### src/rtl/ws2812_frame_sequencer.sv
// Frame-level controller for the WS2812 byte sender: walks pixel memory, feeds G,R,B bytes, paces frames.
// Optional global brightness scaling when WS2812_SEQ_BRIGHTNESS_EN is defined (adds input brightness).
module ws2812_frame_sequencer #(
   parameter int unsigned NUM_LEDS     = 8,
   parameter int unsigned FRAME_PERIOD = 200000,
   parameter int unsigned ADDR_W       = (NUM_LEDS > 1) ? $clog2(NUM_LEDS) : 1
) (
   input  logic              clk,
   input  logic              rst,
   input  logic              enable,
   output logic              rd_en,
   output logic [ADDR_W-1:0] rd_addr,
   input  logic [23:0]       rd_data,
`ifdef WS2812_SEQ_BRIGHTNESS_EN
   input  logic [7:0]        brightness,
`endif
   output logic              tx_trigger,
   output logic [7:0]        tx_data,
   output logic              tx_valid,
   input  logic              tx_request,
   output logic              busy,
   output logic              frame_done,
   output logic              overrun
);

   localparam int unsigned TMR_W = $clog2(FRAME_PERIOD + 1);
   localparam logic [TMR_W-1:0]  TMR_LOAD     = TMR_W'(FRAME_PERIOD - 1);
   // FETCH and LOAD take two cycles, so the restart is launched while the timer still reads 2
   localparam logic [TMR_W-1:0]  RESTART_LEAD = TMR_W'(2);
   localparam logic [ADDR_W-1:0] LAST_PIX     = ADDR_W'(NUM_LEDS - 1);

   typedef enum logic [2:0] {
      S_IDLE,
      S_FETCH,
      S_LOAD,
      S_STREAM,
      S_DRAIN,
      S_WAIT
   } state_t;

   state_t            r_state;
   state_t            w_state_nxt;

   logic              r_rd_en;
   logic [ADDR_W-1:0] r_rd_addr;
   logic              r_data_vld;
   logic [ADDR_W-1:0] r_pix_idx;
   logic [1:0]        r_byte_idx;
   logic [23:0]       r_pixel;
   logic              r_tx_trigger;
   logic [7:0]        r_tx_data;
   logic              r_tx_valid;
   logic              r_busy;
   logic              r_frame_done;
   logic              r_overrun;
   logic [TMR_W-1:0]  r_timer;

   logic              w_rd_en_nxt;
   logic [ADDR_W-1:0] w_rd_addr_nxt;
   logic [ADDR_W-1:0] w_pix_idx_nxt;
   logic [1:0]        w_byte_idx_nxt;
   logic [23:0]       w_pixel_nxt;
   logic              w_tx_trigger_nxt;
   logic [7:0]        w_tx_data_nxt;
   logic              w_tx_valid_nxt;
   logic              w_busy_nxt;
   logic              w_frame_done_nxt;
   logic              w_overrun_nxt;
   logic [TMR_W-1:0]  w_timer_nxt;

   logic              w_consume;
   logic [23:0]       w_pix_cap;

   assign w_consume = tx_request & r_tx_valid;

`ifdef WS2812_SEQ_BRIGHTNESS_EN
   logic [7:0] r_bright;
   logic [7:0] w_bright;

   function automatic logic [7:0] f_scale(input logic [7:0] b, input logic [7:0] br);
      logic [15:0] prod;
      prod = 16'(b) * (16'(br) + 16'd1);
      return 8'(prod >> 8);
   endfunction

   // Brightness is taken live for pixel 0 and held for the rest of the frame
   assign w_bright  = (r_state == S_LOAD) ? brightness : r_bright;
   assign w_pix_cap = {f_scale(rd_data[23:16], w_bright),
                       f_scale(rd_data[15:8],  w_bright),
                       f_scale(rd_data[7:0],   w_bright)};

   always_ff @(posedge clk) begin
      if (rst) begin
         r_bright <= 8'd0;
      end else if (r_state == S_LOAD) begin
         r_bright <= brightness;
      end
   end
`else
   assign w_pix_cap = rd_data;
`endif

   // State register
   always_ff @(posedge clk) begin
      if (rst) begin
         r_state <= S_IDLE;
      end else begin
         r_state <= w_state_nxt;
      end
   end

   // Next-state and next-output logic
   always_comb begin
      w_state_nxt      = r_state;
      w_rd_en_nxt      = 1'b0;
      w_rd_addr_nxt    = r_rd_addr;
      w_pix_idx_nxt    = r_pix_idx;
      w_byte_idx_nxt   = r_byte_idx;
      w_pixel_nxt      = r_pixel;
      w_tx_trigger_nxt = 1'b0;
      w_tx_data_nxt    = r_tx_data;
      w_tx_valid_nxt   = r_tx_valid;
      w_frame_done_nxt = 1'b0;
      w_overrun_nxt    = 1'b0;
      w_timer_nxt      = (r_timer != '0) ? r_timer - TMR_W'(1) : '0;

      case (r_state)
         S_IDLE: begin
            w_timer_nxt = r_timer;
            if (enable) begin
               w_state_nxt = S_FETCH;
            end
         end
         S_FETCH: begin
            w_tx_valid_nxt = 1'b0;
            w_state_nxt    = S_LOAD;
         end
         S_LOAD: begin
            w_pixel_nxt      = w_pix_cap;
            w_tx_data_nxt    = w_pix_cap[15:8];
            w_tx_valid_nxt   = 1'b1;
            w_tx_trigger_nxt = 1'b1;
            w_timer_nxt      = TMR_LOAD;
            w_state_nxt      = S_STREAM;
         end
         S_STREAM: begin
            if (r_data_vld) begin
               w_pixel_nxt    = w_pix_cap;
               w_tx_data_nxt  = w_pix_cap[15:8];
               w_tx_valid_nxt = 1'b1;
            end else if (w_consume) begin
               case (r_byte_idx)
                  2'd0: begin
                     w_tx_data_nxt  = r_pixel[23:16];
                     w_byte_idx_nxt = 2'd1;
                  end
                  2'd1: begin
                     w_tx_data_nxt  = r_pixel[7:0];
                     w_byte_idx_nxt = 2'd2;
                  end
                  default: begin
                     w_tx_valid_nxt = 1'b0;
                     w_byte_idx_nxt = 2'd0;
                     if (r_pix_idx == LAST_PIX) begin
                        w_state_nxt = S_DRAIN;
                     end else begin
                        w_rd_en_nxt   = 1'b1;
                        w_rd_addr_nxt = r_pix_idx + ADDR_W'(1);
                        w_pix_idx_nxt = r_pix_idx + ADDR_W'(1);
                     end
                  end
               endcase
            end
         end
         S_DRAIN: begin
            w_tx_valid_nxt = 1'b0;
            if (tx_request) begin
               w_frame_done_nxt = 1'b1;
               if (r_timer > RESTART_LEAD) begin
                  w_state_nxt = S_WAIT;
               end else begin
                  w_overrun_nxt = (r_timer < RESTART_LEAD);
                  w_state_nxt   = enable ? S_FETCH : S_IDLE;
               end
            end
         end
         S_WAIT: begin
            if (r_timer <= RESTART_LEAD) begin
               w_state_nxt = enable ? S_FETCH : S_IDLE;
            end
         end
         default: begin
            w_state_nxt = S_IDLE;
         end
      endcase

      // Every frame starts from pixel 0, byte 0
      if (w_state_nxt == S_FETCH) begin
         w_rd_en_nxt    = 1'b1;
         w_rd_addr_nxt  = '0;
         w_pix_idx_nxt  = '0;
         w_byte_idx_nxt = 2'd0;
      end

      w_busy_nxt = (w_state_nxt != S_IDLE);
   end

   // Registered outputs and datapath
   always_ff @(posedge clk) begin
      if (rst) begin
         r_rd_en      <= 1'b0;
         r_rd_addr    <= '0;
         r_data_vld   <= 1'b0;
         r_pix_idx    <= '0;
         r_byte_idx   <= 2'd0;
         r_pixel      <= 24'd0;
         r_tx_trigger <= 1'b0;
         r_tx_data    <= 8'd0;
         r_tx_valid   <= 1'b0;
         r_busy       <= 1'b0;
         r_frame_done <= 1'b0;
         r_overrun    <= 1'b0;
         r_timer      <= '0;
      end else begin
         r_rd_en      <= w_rd_en_nxt;
         r_rd_addr    <= w_rd_addr_nxt;
         r_data_vld   <= r_rd_en;
         r_pix_idx    <= w_pix_idx_nxt;
         r_byte_idx   <= w_byte_idx_nxt;
         r_pixel      <= w_pixel_nxt;
         r_tx_trigger <= w_tx_trigger_nxt;
         r_tx_data    <= w_tx_data_nxt;
         r_tx_valid   <= w_tx_valid_nxt;
         r_busy       <= w_busy_nxt;
         r_frame_done <= w_frame_done_nxt;
         r_overrun    <= w_overrun_nxt;
         r_timer      <= w_timer_nxt;
      end
   end

   assign rd_en      = r_rd_en;
   assign rd_addr    = r_rd_addr;
   assign tx_trigger = r_tx_trigger;
   assign tx_data    = r_tx_data;
   assign tx_valid   = r_tx_valid;
   assign busy       = r_busy;
   assign frame_done = r_frame_done;
   assign overrun    = r_overrun;

endmodule

### config.mk
export PLATFORM = sky130hd
export DESIGN_NAME = ws2812_frame_sequencer
export DESIGN_NICKNAME = d
export VERILOG_FILES = /design/src/rtl/ws2812_frame_sequencer.sv
export SDC_FILE = /design/constraint.sdc
export NUM_CORES = 1
export LEC_CHECK = 0
export CAP_MARGIN = 20
export CORE_MARGIN = 1.5
export CORE_UTILIZATION = 53
export DETAILED_ROUTE_END_ITERATION = 8
export PLACE_DENSITY_LB_ADDON = 0.25
export SLEW_MARGIN = 25
export SYNTH_ARGS = -nofsm -noshare
export SYNTH_HDL_FRONTEND = slang
export SYNTH_SLANG_ARGS = --single-unit
### constraint.sdc
create_clock -name clk -period 2.4 [get_ports clk]
set_clock_uncertainty 0.05 [all_clocks]
set_input_delay 0.48 -clock clk [delete_from_list [all_inputs] [get_ports clk]]
set_output_delay 0.48 -clock clk [all_outputs]
set_load 0.02 [all_outputs]
==> flow_summary.toml, run 1 <==
[clock_tree]
clkTransAtPathRegs_ps = 70
clock_latency_ps = 340
post-cts-setup-buffer-count = 0
cts.htree.levels = 3
cts_tree = "built"
cts_made_buffers = 9
cts.path.max_buffers = 2
cts-root-buf = "clkbuf_8"
cts_num_sinks = 57

[timing]
finalHoldViolations = 0
max-slew-margin-rel_pct = 57.8
min_period_over_period_pct = 94.8
setup_viol_count_final = 0
fin_setup_tns_ps = 0
worst_slew_pin_slew_ps = 632
holdWs_ps = 407
rsz0062_at_grt = "false"
period_needed_ps = 2270
fmax_ghz = 0.440
maxSlewViolCount = 0

[critical_path]
crit_slowest_cell = "or4_4"
worstPathArrival_ps = 2440
critPathLaunchType = "register"
cp_top_family = "simple AND/OR/NAND/NOR gates"
crit_chain = "or4_4 -> nor4b_4 -> and3_2 -> o21ai_1 -> a311o_1"
path_buf_inv = 0
crit_type = "reg2reg"
max_stage_delay_ps = 570
worstPathRequired_ps = 2570
worst_setup_path_end_kind = "register"
crit_fanout = 6

[placement]
dpl.hpwl_um = 4670
gp_congestion = 0.933
port_buffers = 44
dpl_cell_area_sq_um = 3310

[yosys]
synth.most_common_cell = "dfxtp_1"
yosys.area_share.simple_pct = 27.4
syn_area_per_cell_sq_um = 8.31
yosys.area.top_type = "dfxtp_1"
netlist_area_sq_um = 2740
netlist_instances = 330
synth_seq_area_share_pct = 41.6
syn_nets = 363
synth_edf_count = 0
synth_top_family_by_area = "simple AND/OR/NAND/NOR gates"
synth-xor-area-share_pct = 2.55
synthAdderAreaFrac_pct = 2.28
synth_common_cells = "57 x dfxtp_1, 49 x nor2_1, 40 x nand2_1, 34 x a21oi_1, 18 x mux2i_1"
synth_area_leaders = "dfxtp_1 42%, nor2_1 6.7%, mux2i_1 6.6%, a21oi_1 6.2%, nand2_1 5.5%"
yosysWarnings = 0
synth_compound_area_share_pct = 16.0
ys_async_sr_fraction_pct = 0
synth_ff_type = "dfxtp_1"
synth_mux_area_share_pct = 6.57
synth_cell_types = 52
netlist.area_leader.share_pct = 41.6
ys_ff_latch = 57

[finish]
fin_nets = 415
final_core_util_pct = 73.7
register_area_sq_um = 1140
n_fill_cell = 359
multiInputGateArea_sq_um = 1510
area_growth_pct = 30.2
drive_above_1_share_pct = 11.9
finalInstanceArea_sq_um = 3570
diodes = 0

[floorplan]
start_util_pct = 56.6
dieArea_sq_um = 5620
core_area_sq_um = 4850
io_pins = 45
die_h_um = 74.9
die-width_um = 74.9
core.rowCount = 25

[global_route]
grt_max_degree = 18
grt_pass1_wl_um = 10900
gr-usage-all-layers_pct = 25.7
antenna_found_initial = 0
grt_pass1_vias = 2399
grt-ovfl-total = 0

[route]
routed_wl_um = 6670
drt-pass1-iter-count = 5
via_per_inst = 5.68
post-route-drc-count = 0
drtIter0Drc = 210
wire_per_inst_um = 14.7
ant_nets = 0
dr_total_vias = 2578

[run_status]
status = "complete, no violations"

[power_and_ir_drop]
p_leak_nw = 1.41
vdd_drop_max_uv = 659
power_density_nw_per_um2 = 924

[hold_path]
hold_path_class = "reg2reg"

[job]
drv_cap = 0
## cell families (layout without fill, tap and decap cells)
family	count (synthesis)	in the layout
AO/OA/AOI/OAI	71	71
XOR/XNOR	8	8
adder cells (fa/ha/maj)	5	5
buffers and inverters	23	80
flip-flops	57	57
multiplexers	18	18
AND/OR/NAND/NOR	148	148
## flip-flops by register name (all words and copies together), names as in the netlist
name,cells
r_byte_idx,2
busy,1
r_pixel,16
r_state,3
rd_en,1
r_pix_idx,3
r_timer,18
tx_valid,1
tx_data,8
overrun,1
tx_trigger,1
r_data_vld,1
frame_done,1
## cells in the final DEF, fill, tap and decap left out, drive strengths merged, types with 8 or more instances in the layout
master          n
mux2i          18
nor3            9
clkbuf         12
dfxtp          57
o21ai          11
a21oi          34
buf            15
nand3           8
clkdlybuf4s50  44
nand2          40
nor2           49
## final timing paths
| check | slack (ps) | endpoint | cells after the start | from |
|---|---|---|---|---|
| worst min-delay path | 410 | r_pixel[20]$_SDFFE_PP0P_ | 2 | r_pixel[20]$_SDFFE_PP0P_ |
| worst min register to register | 410 | r_pixel[20]$_SDFFE_PP0P_ | 2 | r_pixel[20]$_SDFFE_PP0P_ |
| worst max-delay path | 130 | r_timer[3]$_SDFFE_PP0N_ | 5 | r_timer[11]$_SDFFE_PP0N_ |
| worst max register to register | 130 | r_timer[3]$_SDFFE_PP0N_ | 5 | r_timer[11]$_SDFFE_PP0N_ |
## report_power, final
group | internal, mW | switching (mW)
logic | 0.449 | 0.515
registers | 1.06 | 0.114
clock network | 0.775 | 0.385
## worst reg2reg max path, stage by stage (launching register included)
cell and delay (ps):
dfxtp_1 360, or4_4 570, nor4b_4 440, and3_2 310, o21ai_1 90, a311o_1 350
## final cells by class
type                    instances  share of cell area, %
inverters                       5                  0.526
clock inverters                 4                   2.73
flip-flops and latches         57                   32.0
repair buffers                 59                   15.5
multi-input cells             250                   42.3
clock buffers                  12                   4.63
well taps                      67                   2.35
## layer usage
metal  vias to the layer above  track usage [%]  part of all wire, %
li1                       1272                -                    -
met4                         0             10.7                  1.7
met3                        14             5.22                  5.4
met5                         -                0                    0
met1                      1212             34.3                   46
met2                        80             40.6                   47
## repair_timing
item | in CTS | in global routing
endpoints found under the setup margin | 0 | 4
endpoints found under the hold margin | 0 | 0
hold buffers | 0 | 0
resized for setup | 0 | 1
## per-stage QoR
stage	setup WS [ps]	power, mW	std cells
final	125	3.30	454
after CTS	110	3.29	454
after detailed placement	89.1	2.14	438
after global placement	129	2.12	438
after floorplan	229	1.84	330
after global routing	7.40	3.46	454
No activity file was read; power rests on OpenSTA's default activity.
==> inputs of run 2 (changes only) <==
CAP_MARGIN = not set   (was 20)
CORE_UTILIZATION = 30   (was 53)
==> run 2 against run 1 <==
  * The run now ends with design-rule violations left
  * Critical path depth stayed put
  * Clock-buffer cell count decreased by 1
  * Sequential power is essentially flat
  * Sequential cell count unchanged
  * Cell count increased by 9.7%
  * Final area increased by 0.18%
  * Power is 7.5% lower
  * Routed wire length up 3.5%
  * Non-clock buffer count rose by 3
  * Clock power is 24% lower
  * Die area grew 73%
==> flow_summary.toml, run 2 (synthesis gave the netlist of run 1 again) <==
[hold_path]
hold_path_class = "reg2reg"

[clock_tree]
cts.path.max_buffers = 2
cts_num_sinks = 57
cts.htree.levels = 3
cts-hold-fix-buffers = 0
cts-root-buf = "clkbuf_8"
cts_tree = "built"
cts_resized = 0
post-cts-setup-buffer-count = 0
clock_latency_ps = 330
clkTransAtPathRegs_ps = 70
cts_made_buffers = 9

[timing]
fin_setup_tns_ps = 0
fmax_ghz = 0.443
rsz0062_at_grt = "false"
worst_slew_pin_slew_ps = 638
maxSlewViolCount = 0
max-slew-margin-rel_pct = 57.5
finalHoldViolations = 0
min_period_over_period_pct = 94.0
setup_viol_count_final = 0
period_needed_ps = 2260

[route]
drtIter0Drc = 103
via_per_inst = 4.97
dr_total_vias = 2477
drt-pass1-iter-count = 6
routed_wl_um = 6900
ant_nets = 0
wire_per_inst_um = 13.9
post-route-drc-count = 3

[job]
drv_cap = 0

[critical_path]
worstPathArrival_ps = 2420
crit_type = "reg2reg"
critPathLaunchType = "register"
crit_fanout = 7
worstPathRequired_ps = 2560
worst_setup_path_end_kind = "register"

[finish]
fin_nets = 418
area_growth_pct = 30.4
multiInputGateArea_sq_um = 1510
top_register = "r_timer"
n_fill_cell = 932
final_cell_mix = "57 x dfxtp_1, 49 x nor2_1, 44 x clkdlybuf4s50_1, 40 x nand2_1, 34 x a21oi_1"
diodes = 0
drive_above_1_share_pct = 12.1
layout_commonest_cell = "dfxtp_1"
stdcell_count = 498
largest_register_ff_count = 18
register_area_sq_um = 1140

[floorplan]
core.rowCount = 34
io_pins = 45
core_area_sq_um = 8810
dieArea_sq_um = 9720
die_h_um = 98.6
start_util_pct = 31.1
die-width_um = 98.6

[power_and_ir_drop]
power_density_nw_per_um2 = 853
power_frac_seq_pct = 38.2
switching_share_pct = 33.1
p_int_mw = 2.04
comb_power_share_pct = 32.8
p_sw_mw = 1.01
p_leak_nw = 1.39
vdd_drop_max_uv = 389
clkPwrFrac_pct = 29.0

[placement]
gp_congestion = 0.811
port_buffers = 44
placedCellCount = 482
dpl.hpwl_um = 5100

[global_route]
grt_pass1_vias = 2445
gr-usage-all-layers_pct = 15.2
antenna_found_initial = 0
grt_max_degree = 28
grt-ovfl-total = 0
grt_pass1_wl_um = 11800

[run_status]
failed_checks = "design-rule violations"
status = "finished, violations left"
run 2: area by class of cell:
class                      count  share of cell area (%)
multi-input combinational    250                    42.2
clock buffer                  11                    3.95
timing repair buffer          62                    16.1
sequential                    57                    31.9
inverter                       5                   0.525
tap                          108                    3.78
clock inverter                 5                    1.54
run 2: power groups by stage:
| stage | sequential (mW) | clock [mW] | combinational (mW) |
|---|---|---|---|
| CTS | 1.17 | 0.923 | 1.00 |
| finish | 1.17 | 0.885 | 1.00 |
| floorplan | 1.19 | 0 | 0.655 |
| detailed placement | 1.19 | 0 | 0.999 |
| global placement | 1.18 | 0 | 0.993 |
| global route | 1.19 | 0.961 | 1.12 |
run 2: path summary, 6_finish.rpt:
path | from | endpoint | slack, ps | cells after the start
worst max-delay path | r_timer[10]$_SDFFE_PP0N_ | r_timer[3]$_SDFFE_PP0N_ | 140 | 5
worst min-delay path | r_pixel[22]$_SDFFE_PP0P_ | r_pixel[22]$_SDFFE_PP0P_ | 410 | 2
worst max register to register | r_timer[10]$_SDFFE_PP0N_ | r_timer[3]$_SDFFE_PP0N_ | 140 | 5
worst min register to register | r_pixel[22]$_SDFFE_PP0P_ | r_pixel[22]$_SDFFE_PP0P_ | 410 | 2
run 2: metrics by stage:
stage                     area (sq um)  power, mW  setup WS [ps]  hold WS, ps  utilization, %
after CTS                         3580       3.09            138          408            40.6
final                             3580       3.05            144          407            40.6
after floorplan                   2740       1.84            229          386               -
after global routing              3580       3.27           16.5          429            40.6
after global placement            3380       2.17            116          392            38.4
after detailed placement          3380       2.18           84.1          398            38.4
run 2: layer usage:
metal	vias up	part of all wire [%]	global-route usage [%]
met4	0	0.77	5.60
met5	-	0	0
met3	4	3.2	3.83
li1	1276	-	-
met1	1145	50	20.1
met2	52	46	24.1
run 2: worst max-delay path: stages (launching register included):
cell and delay (ps):
dfxtp_1 310, or4_4 570, nor4b_4 390, and3_1 360, o21ai_1 110, a311o_1 350
